--- src/rtl/demux_pkg.sv ---
// Shared definitions for the stream demultiplexers: per-channel buffer state encoding.
package demux_pkg;

  typedef logic [1:0] buf_state_t;

  localparam buf_state_t ST_EMPTY = 2'b00;
  localparam buf_state_t ST_HALF  = 2'b01;
  localparam buf_state_t ST_FULL  = 2'b10;

endpackage

--- src/rtl/demux_skid_buf.sv ---
// Two-entry skid buffer for one demux output channel.
// Handshake: a word moves when valid and ready are both 1 on a rising clk edge; valid/data hold while stalled.
module demux_skid_buf
  import demux_pkg::*;
#(
  parameter int n = 3
) (
  input  logic         clk,
  input  logic         reset_n,
  input  logic         push,
  input  logic [n-1:0] push_data,
  output logic         rdy,
  output logic         out_valid,
  output logic [n-1:0] out_data,
  input  logic         out_ready
);

  buf_state_t   state_q, state_d;
  logic [n-1:0] head_q, head_d;
  logic [n-1:0] tail_q, tail_d;
  logic         pop;

  always_ff @(posedge clk) begin
    if (!reset_n) begin
      state_q <= ST_EMPTY;
      head_q  <= '0;
      tail_q  <= '0;
    end else begin
      state_q <= state_d;
      head_q  <= head_d;
      tail_q  <= tail_d;
    end
  end

  // The top never pushes into a FULL buffer because rdy gates in_ready.
  always_comb begin
    state_d = state_q;
    head_d  = head_q;
    tail_d  = tail_q;
    pop     = out_valid & out_ready;
    case (state_q)
      ST_EMPTY: begin
        if (push) begin
          state_d = ST_HALF;
          head_d  = push_data;
        end
      end
      ST_HALF: begin
        if (push && !pop) begin
          state_d = ST_FULL;
          tail_d  = push_data;
        end else if (pop && !push) begin
          state_d = ST_EMPTY;
        end else if (push && pop) begin
          head_d  = push_data;
        end
      end
      ST_FULL: begin
        if (pop) begin
          state_d = ST_HALF;
          head_d  = tail_q;
        end
      end
      default: state_d = ST_EMPTY;
    endcase
  end

  always_comb begin
    rdy       = (state_q != ST_FULL);
    out_valid = (state_q != ST_EMPTY);
    out_data  = head_q;
  end

endmodule

--- src/rtl/demux_1x2_stream.sv ---
// Registered 1-to-2 stream demultiplexer; each destination has its own skid buffer.
// Handshake: a word moves when valid and ready are both 1 on a rising clk edge; in_ready only looks at in_sel and buffer state.
module demux_1x2_stream
  import demux_pkg::*;
#(
  parameter int n = 3
) (
  input  logic         clk,
  input  logic         reset_n,
  input  logic [n-1:0] in_data,
  input  logic         in_sel,
  input  logic         in_valid,
  output logic         in_ready,
  output logic [n-1:0] out0_data,
  output logic         out0_valid,
  input  logic         out0_ready,
  output logic [n-1:0] out1_data,
  output logic         out1_valid,
  input  logic         out1_ready
);

  logic rdy0, rdy1;
  logic in_xfer;
  logic push0, push1;

  assign in_ready = in_sel ? rdy1 : rdy0;
  assign in_xfer  = in_valid & in_ready;
  assign push0    = in_xfer & ~in_sel;
  assign push1    = in_xfer & in_sel;

  demux_skid_buf #(.n(n)) u_buf0 (
    .clk       (clk),
    .reset_n   (reset_n),
    .push      (push0),
    .push_data (in_data),
    .rdy       (rdy0),
    .out_valid (out0_valid),
    .out_data  (out0_data),
    .out_ready (out0_ready)
  );

  demux_skid_buf #(.n(n)) u_buf1 (
    .clk       (clk),
    .reset_n   (reset_n),
    .push      (push1),
    .push_data (in_data),
    .rdy       (rdy1),
    .out_valid (out1_valid),
    .out_data  (out1_data),
    .out_ready (out1_ready)
  );

endmodule

--- config.mk ---
export PLATFORM = sky130hd
export DESIGN_NAME = demux_1x2_stream
export DESIGN_NICKNAME = d
export VERILOG_FILES = /design/src/rtl/demux_pkg.sv /design/src/rtl/demux_skid_buf.sv /design/src/rtl/demux_1x2_stream.sv
export SDC_FILE = /design/constraint.sdc
export NUM_CORES = 1
export LEC_CHECK = 0
export ABC_AREA = 1
export CORE_AREA = 3 3 52 49
export CTS_CLUSTER_DIAMETER = 40
export DETAILED_ROUTE_END_ITERATION = 8
export DIE_AREA = 0 0 55 52
export GPL_TIMING_DRIVEN = 0
export PLACE_DENSITY = 0.64
export SETUP_SLACK_MARGIN = 0.2
export SLEW_MARGIN = 10
export SYNTH_ARGS = -nofsm -noshare
export SYNTH_HDL_FRONTEND = slang
export SYNTH_HIERARCHICAL = 1
export SYNTH_SLANG_ARGS = --single-unit
export TNS_END_PERCENT = 10
--- constraint.sdc ---
create_clock -name clk -period 2 [get_ports clk]
set_input_delay 0.2 -clock clk [delete_from_list [all_inputs] [get_ports clk]]
set_output_delay 0.2 -clock clk [all_outputs]
set_load 0.02 [all_outputs]
==> summary.md <==
| Metric | Value |
|---|---|
| Final setup fails | `0` |
| Worst vdd ir | `0.3783 mV` |
| CP required | `1.80 ns` |
| Leading area contributor after synthesis | `dfxtp_1` |
| Static leakage | `0.5585 nW` |
| Pwr Density | `605.1 mW/mm^2` |
| Setup tns final | `0 ns` |
| Synth Register Bits | `16` |
| Pre-antenna DRT Iters | `4` |
| Longest Clk Path Bufs | `2` |
| WHS Path Cells | `2` |
| DR iter-0 viols | `18` |
| Worst-case reg-to-reg path depth | `12` |
| Max-slew headroom | `79.04%` |
| Initial Util | `42.28%` |
| Die Y | `52 um` |
| Worst-path clk slew | `0.10 ns` |
| Nets | `179` |
| Status | `finished, final reports clean` |
| Crit end category | `primary output` |
| First-pass GRT wire length | `3243 um` |
| Hold path endpoint | `u_buf1/tail_q[2]$_SDFFE_PN0P_` |
| Min-Delay Startpoint | `u_buf1/tail_q[2]$_SDFFE_PN0P_` |
| Period utilisation layout | `81.23%` |
| Syn. warnings | `6` |
| Share of the synthesized area in the top cell type | `35.70%` |
| Die W | `55 um` |
| Crit path arrival time | `1.42 ns` |
| Final critical-path required period | `1.625 ns` |
| Fin cells | `189` |
| Detailed Place HPWL | `1459 um` |
| CP startpoint kind | `register` |
| Fill count | `246` |
| Drt wl/cell | `9.794 um` |
| Total core area | `0.002122 sq mm` |
| Routability cong. | `0.8493` |
| Area grow syn2layout | `28.73%` |
| DR vias | `921` |
| Drt total wl | `1851 um` |
| Placed cell count | `185` |
| Post-synth cell types | `12` |
| Layout cells sized above 1 | `11.73%` |
| ANT cells | `0` |
| Gr ovfl total | `0` |
| Clock Latency Late Sink | `0.28 ns` |
| PortBufs | `17` |
| Fmax | `615.5 MHz` |
| Top Ports | `18` |
| Fin. Hold Viols | `0` |
| Max-slew violation count | `0` |
| DR DRC count | `0` |
| Total of max-cap violations | `0` |
| WS Path Type | `register to primary output` |
| Syn avg cell area | `6.362 sq um` |
| Die footprint | `0.002860 sq mm` |
| CTS root buffer | `clkbuf_4` |
| Worst-path maximum fanout | `7` |
| CTS hold repair buffers | `0` |
| Num CTS Buffers | `3` |
| RSZ-0062 raised after global routing | `true` |
| Rows | `16` |
| Synth area leaders | `dfxtp_1 36%, nand2_1 17%, nand3_1 10%` |
| Sequential fraction of the synthesis area | `35.70%` |
| Overall Global Routing Usage | `15.34%` |
| Routed Antenna Nets | `0` |
| Avg Vias per Cell | `4.873` |
| Vias in the first global route | `817` |
| Worst hold path class | `register to register` |
| Reg2Reg Setup Slack | `0.38 ns` |
| Clk sinks | `16` |
| Mapped Area | `897.1 sq um` |
| Synth Instances | `141` |
| Clk_skew | `0.001025 ns` |
| Post-Syn Nets | `156` |
| Initial antenna violation count | `0` |
| Worst r2r src | `u_buf0/state_q[0]$_SDFFE_PN0P_` |
| CTS HTree Levels | `1` |
| Worst flop-to-flop path endpoint | `u_buf0/out_data[2]$_SDFFE_PN0P_` |
| CTS tree | `done` |
| Slew @ Worst Pin | `0.3135 ns` |
| Largest net degree at the start of global routing | `9` |
==> per-stage QoR <==
stage                     hold WS, ns  utilization [%]  power [mW]  worst slack (ns)  area (sq um)
after global routing           0.4909            54.42      0.7440            0.1818          1155
after detailed placement       0.4569            51.89      0.5324            0.1333          1101
after global placement         0.4549            51.89      0.5297            0.1496          1101
final                          0.4689            54.42      0.6988            0.3754          1155
after floorplan                0.3207                -      0.4604            0.4260         897.1
after CTS                      0.4716            52.89      0.7030            0.1593          1122
==> kinds of logic after synthesis <==
logic type | count (synthesis) | share of synthesized area (%)
buffers and inverters | 26 | 10.88
flip-flops | 16 | 35.70
adder cells (fa/ha/maj) | 6 | 8.368
AO/OA/AOI/OAI | 16 | 9.484
AND/OR/NAND/NOR | 77 | 35.57
==> layout by cell type, fill, tap and decap left out <==
cell type	n
a21oi_1	14
buf_4	1
clkbuf_4	3
clkdlybuf4s50_1	16
dfxtp_1	12
dfxtp_2	3
dfxtp_4	1
dlygate4sd2_1	1
ha_1	6
inv_1	22
inv_2	4
nand2_1	36
nand2_2	5
nand3_1	18
nor2_1	14
nor2_2	1
nor2_4	1
nor3_1	2
o21a_1	2
==> final cells by class <==
cell class                 count  area [sq um]  area share [%]
clock buffer                   3         22.52           1.950
sequential                    16         327.8           28.39
multi-input combinational     99         496.7           43.01
timing repair buffer          18         176.4           15.28
tap                           27         33.78           2.925
inverter                      26         97.59           8.451
==> layer usage <==
layer	routed length [um]	GRT usage [%]	up-vias
met2	883	27.17	22
met4	13	2.429	0
met1	858	17.78	411
met5	0	0	-
li1	-	-	484
met3	96	5.158	4
==> synth_stat cells <==
cell type   n
a21oi_1    14
nor2_1     15
nand2_2     1
nor3_1      2
inv_2       2
o21a_1      2
inv_1      24
nand2_1    40
nand3_1    18
nor2_2      1
ha_1        6
dfxtp_1    16
==> sequential cells by signal (all words and copies together), names as in the netlist <==
register	cells
u_buf0/out_data	3
u_buf1/tail_q	3
u_buf1/out_data	3
u_buf0/state_q	2
u_buf1/state_q	2
u_buf0/tail_q	3
==> power by group <==
part	switching, mW	internal, mW	total (mW)
Combinational	0.101	0.0772	0.178
Clock	0.100	0.0699	0.170
Sequential	0.0128	0.338	0.351
Total	0.213	0.485	0.699
==> worst max path at each step <==
stage                                    from                              end  slack [ns]
6_report       u_buf0/state_q[1]$_SDFFE_PN0P_                       out0_valid        0.38
3_3_place_gp                           in_sel  u_buf1/out_data[2]$_SDFFE_PN0P_        0.15
4_1_cts        u_buf1/state_q[0]$_SDFFE_PN0P_  u_buf1/out_data[2]$_SDFFE_PN0P_        0.16
2_1_floorplan  u_buf1/state_q[0]$_SDFFE_PN0P_  u_buf1/out_data[0]$_SDFFE_PN0P_        0.43
3_5_place_dp                           in_sel  u_buf1/out_data[2]$_SDFFE_PN0P_        0.13
5_1_grt        u_buf0/state_q[0]$_SDFFE_PN0P_  u_buf0/out_data[1]$_SDFFE_PN0P_        0.18
==> critical path: stages, from the launching register on <==
cell and delay [ns]:
dfxtp_2 0.41, nor2_1 0.09, inv_1 0.05, clkdlybuf4s50_1 0.59
==> what timing repair did <==
action | CTS | global route
endpoints found under the hold margin | 0 | 0
cloned | 0 | 0
gates resized for setup | 1 | 13
pin swaps | 0 | 2
setup endpoints to repair | 7 | 14
setup buffers | 0 | 1
Power figures use the tool's default switching activity.
